**src/rtl/out_byte_buf_pkg.sv**
```systemverilog
// Shared types and defaults for the response output buffer.
// A byte-count field always holds (bytes - 1).
package out_byte_buf_pkg;

   localparam int DATA_W_DEF      = 256;
   localparam int CNT_W_DEF       = 4;
   localparam int ACK_TIMEOUT_DEF = 255;
   localparam int BYTE_W          = 8;

   typedef enum logic [1:0] {
      ST_IDLE      = 2'd0,
      ST_START     = 2'd1,
      ST_WAIT_ACK  = 2'd2,
      ST_WAIT_DONE = 2'd3
   } bufState_t;

   function automatic int bytesFromCount(input int count);
      return count + 1;
   endfunction

   // Only the bytes a maximal count can reach are ever worth storing.
   function automatic int sendWidth(input int dataW, input int cntW);
      int full;
      full = BYTE_W * (1 << cntW);
      return (dataW < full) ? dataW : full;
   endfunction

endpackage

```
**src/rtl/out_byte_buf_if.sv**
```systemverilog
// Producer-side and transmitter-side signals of the output buffer.
interface out_byte_buf_if
   import out_byte_buf_pkg::*;
#(
   parameter int DATA_W = DATA_W_DEF,
   parameter int CNT_W  = CNT_W_DEF
);

   logic [DATA_W-1:0] in_data;
   logic [CNT_W-1:0]  in_bytecount;
   logic              in_rdy;
   logic              out_buf_busy;
   logic [7:0]        tx_d;
   logic              tx_start;
   logic              tx_busy;
   logic              overrun;
   logic [7:0]        frames_sent;

   modport master (
      output in_data, in_bytecount, in_rdy, tx_busy,
      input  out_buf_busy, tx_d, tx_start, overrun, frames_sent
   );

   modport slave (
      input  in_data, in_bytecount, in_rdy, tx_busy,
      output out_buf_busy, tx_d, tx_start, overrun, frames_sent
   );

endinterface

```
**src/rtl/out_byte_buf_rise_detect.sv**
```systemverilog
// Registered 0->1 edge detector, shared by several pipeline stages.
module rise_detect (
   input  logic clk,
   input  logic rst,
   input  logic i_level,
   output logic o_rise
);

   logic r_q;

   always_ff @(posedge clk or posedge rst) begin
      if (rst) begin
         r_q <= 1'b0;
      end else begin
         r_q <= i_level;
      end
   end

   assign o_rise = i_level & ~r_q;

endmodule

```
**src/rtl/out_byte_buf.sv**
```systemverilog
// Latches one response frame and feeds it, LSB byte first, to the UART
// transmitter, waiting for each byte's busy pulse before the next.
module out_byte_buf
   import out_byte_buf_pkg::*;
#(
   parameter int DATA_W      = DATA_W_DEF,
   parameter int CNT_W       = CNT_W_DEF,
   parameter int ACK_TIMEOUT = ACK_TIMEOUT_DEF
) (
   input  logic          clk,
   input  logic          rst,
   out_byte_buf_if.slave bus
);

   localparam int SEND_W = sendWidth(DATA_W, CNT_W);
   localparam int ACK_W  = $clog2(ACK_TIMEOUT + 1);
   localparam logic [ACK_W-1:0] ACK_LAST = ACK_W'(ACK_TIMEOUT - 1);

   bufState_t          r_state;
   logic [SEND_W-1:0]  r_data;
   logic [CNT_W-1:0]   r_count;
   logic [CNT_W-1:0]   r_idx;
   logic [ACK_W-1:0]   r_ackCnt;
   logic               r_busy;
   logic [7:0]         r_txD;
   logic               r_txStart;
   logic               r_overrun;
   logic [7:0]         r_frames;
   logic               w_post;
   logic [BYTE_W-1:0]  w_curByte;

   rise_detect u_rise (
      .clk     (clk),
      .rst     (rst),
      .i_level (bus.in_rdy),
      .o_rise  (w_post)
   );

   assign w_curByte = r_data[{r_idx, 3'b000} +: BYTE_W];

   generate
      if (DATA_W > SEND_W) begin : g_hiBits
         logic w_unusedHi;
         assign w_unusedHi = ^bus.in_data[DATA_W-1:SEND_W];
      end
   endgenerate

   // A post outside IDLE is dropped and flagged; the held frame carries on.
   always_ff @(posedge clk or posedge rst) begin
      if (rst) begin
         r_state   <= ST_IDLE;
         r_data    <= '0;
         r_count   <= '0;
         r_idx     <= '0;
         r_ackCnt  <= '0;
         r_busy    <= 1'b0;
         r_txD     <= '0;
         r_txStart <= 1'b0;
         r_overrun <= 1'b0;
         r_frames  <= '0;
      end else begin
         r_txStart <= 1'b0;
         if (w_post && (r_state != ST_IDLE)) begin
            r_overrun <= 1'b1;
         end
         case (r_state)
            ST_IDLE: begin
               if (w_post) begin
                  r_data  <= bus.in_data[SEND_W-1:0];
                  r_count <= bus.in_bytecount;
                  r_idx   <= '0;
                  r_busy  <= 1'b1;
                  r_state <= ST_START;
               end
            end
            ST_START: begin
               r_txD     <= w_curByte;
               r_txStart <= 1'b1;
               r_ackCnt  <= '0;
               r_state   <= ST_WAIT_ACK;
            end
            ST_WAIT_ACK: begin
               if (bus.tx_busy) begin
                  r_state <= ST_WAIT_DONE;
               end else if (r_ackCnt == ACK_LAST) begin
                  r_overrun <= 1'b1;
                  r_busy    <= 1'b0;
                  r_state   <= ST_IDLE;
               end else begin
                  r_ackCnt <= r_ackCnt + 1'b1;
               end
            end
            ST_WAIT_DONE: begin
               if (!bus.tx_busy) begin
                  if (r_idx == r_count) begin
                     r_frames <= r_frames + 8'd1;
                     r_busy   <= 1'b0;
                     r_state  <= ST_IDLE;
                  end else begin
                     r_idx   <= r_idx + 1'b1;
                     r_state <= ST_START;
                  end
               end
            end
            default: r_state <= ST_IDLE;
         endcase
      end
   end

   assign bus.out_buf_busy = r_busy;
   assign bus.tx_d         = r_txD;
   assign bus.tx_start     = r_txStart;
   assign bus.overrun      = r_overrun;
   assign bus.frames_sent  = r_frames;

endmodule
```
**src/flat_wrapper.sv**
```systemverilog
// flat-port wrapper written by rule: the top's interface ports become plain ports
module out_byte_buf_flat import out_byte_buf_pkg::*;
#(
   parameter int DATA_W      = DATA_W_DEF,
   parameter int CNT_W       = CNT_W_DEF,
   parameter int ACK_TIMEOUT = ACK_TIMEOUT_DEF
)
  (clk, rst, bus_in_data, bus_in_bytecount, bus_in_rdy, bus_tx_busy, bus_out_buf_busy, bus_tx_d, bus_tx_start, bus_overrun, bus_frames_sent);
  out_byte_buf_if #(.DATA_W(DATA_W), .CNT_W(CNT_W)) bus_i ();
  input  logic clk;
  input  logic rst;
  input wire logic [$bits(bus_i.in_data)-1:0] bus_in_data;
  input wire logic [$bits(bus_i.in_bytecount)-1:0] bus_in_bytecount;
  input wire logic [$bits(bus_i.in_rdy)-1:0] bus_in_rdy;
  input wire logic [$bits(bus_i.tx_busy)-1:0] bus_tx_busy;
  output wire logic [$bits(bus_i.out_buf_busy)-1:0] bus_out_buf_busy;
  output wire logic [$bits(bus_i.tx_d)-1:0] bus_tx_d;
  output wire logic [$bits(bus_i.tx_start)-1:0] bus_tx_start;
  output wire logic [$bits(bus_i.overrun)-1:0] bus_overrun;
  output wire logic [$bits(bus_i.frames_sent)-1:0] bus_frames_sent;
  assign bus_i.in_data = bus_in_data;
  assign bus_i.in_bytecount = bus_in_bytecount;
  assign bus_i.in_rdy = bus_in_rdy;
  assign bus_i.tx_busy = bus_tx_busy;
  assign bus_out_buf_busy = bus_i.out_buf_busy;
  assign bus_tx_d = bus_i.tx_d;
  assign bus_tx_start = bus_i.tx_start;
  assign bus_overrun = bus_i.overrun;
  assign bus_frames_sent = bus_i.frames_sent;
  out_byte_buf #(.DATA_W(DATA_W), .CNT_W(CNT_W), .ACK_TIMEOUT(ACK_TIMEOUT)) u_core (.clk(clk), .rst(rst), .bus(bus_i));
endmodule
```
**config.mk**
```make
export PLATFORM = sky130hd
export DESIGN_NAME = out_byte_buf_flat
export DESIGN_NICKNAME = d
export VERILOG_FILES = /design/src/rtl/out_byte_buf_pkg.sv /design/src/rtl/out_byte_buf_if.sv /design/src/rtl/out_byte_buf_rise_detect.sv /design/src/rtl/out_byte_buf.sv /design/src/flat_wrapper.sv
export SDC_FILE = /design/constraint.sdc
export NUM_CORES = 1
export LEC_CHECK = 0
export CAP_MARGIN = 10
export CORE_MARGIN = 2
export CORE_UTILIZATION = 45
export DETAILED_ROUTE_END_ITERATION = 10
export PLACE_DENSITY = 0.81
export SYNTH_ARGS = -nofsm -noshare
export SYNTH_HDL_FRONTEND = slang
export SYNTH_SLANG_ARGS = --single-unit
```
**constraint.sdc**
```tcl
create_clock -name clk -period 7.8 [get_ports clk]
set_clock_uncertainty 0.15 [all_clocks]
set_input_delay 1.56 -clock clk [delete_from_list [all_inputs] [get_ports clk]]
set_output_delay 1.56 -clock clk [all_outputs]
set_load 0.05 [all_outputs]
```
==> run_results.csv, run 1 <==
group,metric,value,unit
status,status,"complete, no violations",
global_route,grt_usage,21.8,%
yosys,yosys_warnings,0,
setup_path,cp_max_fo,82,
yosys,synth_ff_type,"dfrtp_1",
yosys,synth_nets,1063,
drt,routed_wl,18.7,mm
final_layout,area_growth,29.1,%
drt,firstDrtPassIters,5,
setup_path,slowest_stage,"buf_4",
timing,slew_viol_final,0,
floorplanning,die-area,0.0180,mm2
yosys,muxShareOfSynthArea,11.1,%
yosys,ys_seq_area_share,54.3,%
timing,finalHoldViolations,0,
place,dpl_cell_area,0.00928,mm2
yosys,ys_seq_elements,166,
drt,ant_nets,0,
final_layout,layout-drive-gt1-share,8.20,%
timing,setup_viol,0,
clock_network,cts_sinks,166,
setup_path,timing.rr.start,"u_core.r_state[1]$_DFFE_PP0P_",
setup_path,cp.required,7.99,ns
clock_network,cts_buffer_depth,2,
floorplanning,io_pins,283,
drt,wl_met1,8.61,mm
drt,drc,0,
final_layout,design_area,0.00987,mm2
pwr,static-leakage-power,4.69,nW
drt,viasPerCell,5.09,
floorplanning,die_y,134,um
floorplanning,die_width,134,um
global_route,grt_pass1_wl,30.5,mm
timing,max_freq,283,MHz
drt,dr_wl_met3,1.43,mm
setup_path,critPathArrivalTime,3.72,ns
setup_path,worstSetupPathType,"input pin to flip-flop",
setup_path,max_stage_delay,0.73,ns
yosys,avgSynthCellArea,9.62,um2
pwr,cellPowerDensity,363,mW/mm2
global_route,overflow,0,
timing,slew_headroom,36.2,%
timing,min_period,3.54,ns
hold_path,min_path_type,"flip-flop to flip-flop",
yosys,synth_edf_count,0,
setup_path,cp_num_buf_inv,2,
clock_network,cts_buffers,17,
clock_network,cts.clk_slew.worst_paths,0.06,ns
clock_network,cts-hold-fix-buffers,0,
drt,routedWlPerCell,16.1,um
global_route,grt_max_degree,107,
setup_path,cp_cell_sequence,"clkdlybuf4s50_1 -> nand2b_1 -> nand2b_4 -> buf_4 -> nand2_1 -> mux2i_1",
clock_network,cts_resized,0,
clock_network,htreeDepth,4,
floorplanning,core.rowCount,47,
place,gp_routability_congestion,0.823,
clock_network,cts_tree,"yes",
pwr,vdd.ir_drop.worst,0.000181,V
clock_network,post_cts_buffers,0,
floorplanning,core,0.0166,mm2
yosys,synthAdderAreaFrac,0.655,%
yosys,synth_compound_area_share,4.86,%
yosys,synth_top_family_by_area,"simple AND/OR/NAND/NOR gates",
yosys,synth_xor_area_share,1.51,%
clock_network,cts.root.buffer_cell,"clkbuf_16",
yosys,synth_area,0.00764,mm2
drt,top_layer,"met4",
yosys,synth_top_cells_by_area,"dfrtp_1, nand2_1, mux4_2, mux2i_1, o22ai_1",
yosys,ys_async_sr_fraction,100,%
timing,setup_tns,0,ns
drt,vias,5917,
final_layout,nets,1194,
drt,drt-initial-drc-count,405,
run,maxCapViolations,0,
hold_path,worstHoldStart,"u_core.r_data[40]$_DFFE_PP0P_",
yosys,synth_top_area_cell,"dfrtp_1",
place,dp_hpwl,12.7,mm
yosys,yosysTopAreaCellShare,54.3,%
final_layout,multi_input_comb_area,0.00322,mm2
yosys,synthSimpleGateAreaFrac,23.9,%
global_route,grt_pass1_vias,5908,
timing,worst_pin_slew,0.957,ns
yosys,yosys-top-cells-count,"nand2_1, dfrtp_1, mux4_2, clkbuf_1, buf_2",
final_layout,regArea,0.00416,mm2
place,io_buffers,154,
drt,dr_wl_met2,8.49,mm
setup_path,endpoint_kind,"flip-flop",
yosys,yosys.cell_count.top_type,"nand2_1",
clock_network,clkLatencyLatePin,0.42,ns
floorplanning,start_util,46.1,%
setup_path,cp-startpoint,"bus_in_rdy",
yosys,yosysUniqueCellTypes,53,
setup_path,crit_family,"buffers and inverters",
timing,rsz0062_at_grt,"false",
setup_path,crit_path_start_kind,"input pin",
yosys,synthCells,795,
timing,fin_crit_sh,45.3,%
global_route,antenna_found_initial,5,
final_layout,fillers,1398,
## sequential cells by signal, indices dropped and copies added, names as in the netlist
name	flops
u_core.r_data	128
u_core.bus.frames_sent	8
u_core.bus.tx_d	8
u_core.r_ackCnt	8
u_core.r_count	4
u_core.r_idx	4
u_core.r_state	2
u_core.bus.out_buf_busy	1
u_core.bus.overrun	1
u_core.bus.tx_start	1
u_core.u_rise.r_q	1
## report_power, final
group / switching (mW) / internal, mW
clock network: 0.330 / 0.494
logic: 0.724 / 0.566
registers: 0.239 / 1.23
## per-stage QoR
stage	utilization, %	hold WS, ns	power (mW)	worst slack [ns]	std cells
after floorplan	-	0.287	2.37	1.60	795
after global placement	56.0	0.301	2.72	3.87	1127
after detailed placement	56.0	0.308	2.77	3.86	1127
after CTS	59.4	0.324	3.61	4.26	1159
after global routing	59.4	0.335	3.82	4.09	1159
final	59.5	0.319	3.58	4.26	1163
## final cells by class
cell class	count	share of cell area (%)
tap	220	2.79
antenna	4	0.101
multi-input combinational	573	32.7
inverter	7	0.317
timing repair buffer	161	16.2
clock buffer	23	4.84
sequential	166	42.1
clock inverter	9	1.01
## cells by family (layout without fill, tap and decap cells)
group / Yosys count / in the layout
adder cells (fa/ha/maj): 4 / 4
XOR/XNOR: 11 / 11
other: 0 / 4
flip-flops: 166 / 166
multiplexers: 50 / 50
buffers and inverters: 56 / 200
AND/OR/NAND/NOR: 457 / 457
AO/OA/AOI/OAI: 51 / 51
## metal layers
metal	GRT usage (%)	vias to the layer above
met5	0	-
met1	31.3	2852
met3	7.29	16
li1	-	2871
met4	5.79	0
met2	32.1	178
## cell usage in the layout (no fill, tap or decap), types with 5 or more instances in the layout
cell	instances
a211oi_1	7
a21oi_1	5
buf_4	7
clkbuf_16	17
clkdlybuf4s50_1	154
clkinv_2	5
dfrtp_1	165
inv_1	6
mux2_2	7
mux2i_1	16
mux4_2	23
nand2_1	411
nand3_1	8
nor2_1	13
o22ai_1	14
xor2_1	7
## worst paths after layout
| kind | end | slack [ns] | cells after the start |
|---|---|---|---|
| worst max-delay path | u_core.r_idx[2]$_DFFE_PP0P_ | 4.26 | 6 |
| min in group asynchronous | u_core.bus.frames_sent[7]$_DFFE_PP0P_ | 1.59 | 2 |
| worst max register to register | u_core.r_idx[2]$_DFFE_PP0P_ | 5.21 | 5 |
| max in group asynchronous | u_core.r_data[123]$_DFFE_PP0P_ | 4.55 | 3 |
| worst min register to register | u_core.r_data[40]$_DFFE_PP0P_ | 0.32 | 2 |
| worst min-delay path | u_core.r_data[40]$_DFFE_PP0P_ | 0.32 | 2 |
## worst min-delay path, cell delays in order, from the launching register on
cell     delay, ns
dfrtp_1       0.34
nand2_1       0.05
nand2_1       0.05
Note: power is estimated with default switching activity, not from simulation.
==> inputs of run 2 (changes only) <==
Settings changed: CORE_UTILIZATION 45 to 41, PLACE_DENSITY 0.81 to 0.78.
Clock period 7.8 ns to 2.88 ns, I/O delays scaled along.
==> run 2 against run 1 <==
Net effect: via count is 1.3% higher; wire length up 3.1%; worst hold slack about the same; sequential cell count stayed put; die area is 9.5% higher; critical endpoint is now bus_frames_sent[0]; final area is 2.1% higher.
==> run_results.csv, run 2 (synthesized netlist as in run 1, its figures left out) <==
group,metric,value,unit
status,status,"complete, no violations",
floorplanning,die_y,141,um
setup_path,cp_max_fo,6,
global_route,antenna_found_initial,2,
global_route,grt_max_degree,103,
setup_path,critPathArrivalTime,1.72,ns
final_layout,final_cell_mix,"nand2_1, dfrtp_1, clkdlybuf4s50_1",
global_route,overflow,0,
setup_path,reg2reg_depth,4,
clock_network,clkLatencyLatePin,0.43,ns
drt,ant_nets,0,
floorplanning,start_util,42.1,%
drt,routedWlPerCell,16.4,um
final_layout,nets,1204,
clock_network,cts_buffers,17,
setup_path,endpoint,"bus_frames_sent[0]",
setup_path,r2r_slack,0.61,ns
global_route,grt_pass1_vias,6030,
clock_network,cts_resized,0,
timing,finalHoldViolations,0,
clock_network,cts_tree,"yes",
setup_path,r2r_end,"u_core.bus.tx_d[7]$_DFFE_PP0N_",
drt,firstDrtPassIters,4,
setup_path,max_stage_delay,0.84,ns
setup_path,crit_path_start_kind,"flip-flop",
final_layout,area_growth,31.8,%
clock_network,cts_sinks,166,
drt,vias,5992,
place,dp_hpwl,13.6,mm
setup_path,cp-startpoint,"u_core.bus.frames_sent[0]$_DFFE_PP0P_",
setup_path,cp.required,2.15,ns
final_layout,multi_input_comb_area,0.00322,mm2
setup_path,cp_cell_sequence,"clkdlybuf4s50_1",
setup_path,crit_family,"buffers and inverters",
timing,max_freq,409,MHz
pwr,vdd.ir_drop.worst,0.000523,V
setup_path,worstSetupPathType,"flip-flop to output port",
timing,rsz0062_at_grt,"false",
floorplanning,die_width,141,um
final_layout,layout-drive-gt1-share,9.48,%
clock_network,cts.clk_slew.worst_paths,0.07,ns
floorplanning,core.rowCount,49,
clock_network,cts.root.buffer_cell,"clkbuf_16",
final_layout,largest_reg_flops,128,
pwr,cellPowerDensity,990,mW/mm2
final_layout,regMostFlops,"u_core.r_data",
timing,slew_headroom,61.7,%
place,io_buffers,154,
setup_path,cp_num_cells,1,
global_route,grt_usage,20.2,%
clock_network,cts-hold-fix-buffers,0,
clock_network,htreeDepth,4,
setup_path,slowest_stage,"clkdlybuf4s50_1",
clock_network,post_cts_buffers,0,
floorplanning,die-area,0.0198,mm2
drt,viasPerCell,5.09,
final_layout,final_common_cell,"nand2_1",
setup_path,cp_num_buf_inv,1,
drt,drc,0,
place,gp_routability_congestion,0.769,
final_layout,regArea,0.00416,mm2
floorplanning,core,0.0181,mm2
global_route,grt_pass1_wl,31.0,mm
timing,setup_viol,0,
drt,drt-initial-drc-count,357,
timing,slew_viol_final,0,
drt,routed_wl,19.3,mm
floorplanning,io_pins,283,
final_layout,diodes,0,
setup_path,timing.rr.start,"u_core.r_idx[1]$_DFFE_PP0P_",
clock_network,cts_buffer_depth,2,
final_layout,fin_util,55.5,%
final_layout,fillers,1578,
timing,fin_crit_sh,84.8,%
timing,min_period,2.44,ns
pwr,static-leakage-power,4.79,nW
setup_path,endpoint_kind,"output port",
hold_path,min_path_type,"flip-flop to flip-flop",
run,maxCapViolations,0,
timing,setup_tns,0,ns
timing,worst_pin_slew,0.573,ns
[run 2: area by class of cell]
| type | count | share of cell area (%) |
|---|---|---|
| inverters | 7 | 0.298 |
| repair buffers | 171 | 17.6 |
| multi-input cells | 573 | 32.0 |
| well taps | 229 | 2.84 |
| clock inverters | 15 | 1.87 |
| flip-flops and latches | 166 | 41.2 |
| clock buffers | 17 | 4.22 |
[run 2: worst min path at each step]
stage,start,endpoint,depth (start not counted)
CTS,u_core.bus.frames_sent[7]$_DFFE_PP0P_,u_core.bus.frames_sent[7]$_DFFE_PP0P_,1
detailed placement,u_core.r_data[115]$_DFFE_PP0P_,u_core.r_data[115]$_DFFE_PP0P_,2
global placement,u_core.r_data[103]$_DFFE_PP0P_,u_core.r_data[103]$_DFFE_PP0P_,2
finish,u_core.r_data[115]$_DFFE_PP0P_,u_core.r_data[115]$_DFFE_PP0P_,2
floorplan,u_core.r_data[23]$_DFFE_PP0P_,u_core.r_data[23]$_DFFE_PP0P_,2
global route,u_core.r_data[34]$_DFFE_PP0P_,u_core.r_data[34]$_DFFE_PP0P_,2
[run 2: power breakdown]
part / leakage [nW] / switching [mW] / internal [mW]
Clock: 0.302 / 0.996 / 1.39
Combinational: 2.41 / 2.02 / 1.60
Sequential: 2.08 / 0.637 / 3.33
[run 2: routing by layer]
layer	global-route usage [%]	up-vias	part of all wire, %
met5	0	-	0.12
met4	5.74	4	1.3
met3	4.72	22	5.5
met2	31.2	162	46
met1	28.7	2909	47
li1	-	2895	-
[run 2: through the flow]
| step | cells | total power [mW] | setup slack (ns) | instance area (um2) | hold slack [ns] |
|---|---|---|---|---|---|
| floorplan | 795 | 6.42 | 0.0412 | 7650 | 0.287 |
| detailed placement | 1146 | 7.64 | 0.367 | 9460 | 0.308 |
| CTS | 1178 | 10.1 | 0.419 | 10100 | 0.324 |
| global route | 1178 | 10.6 | 0.384 | 10100 | 0.335 |
| global placement | 1146 | 7.50 | 0.402 | 9460 | 0.302 |
| finish | 1178 | 9.98 | 0.436 | 10100 | 0.319 |
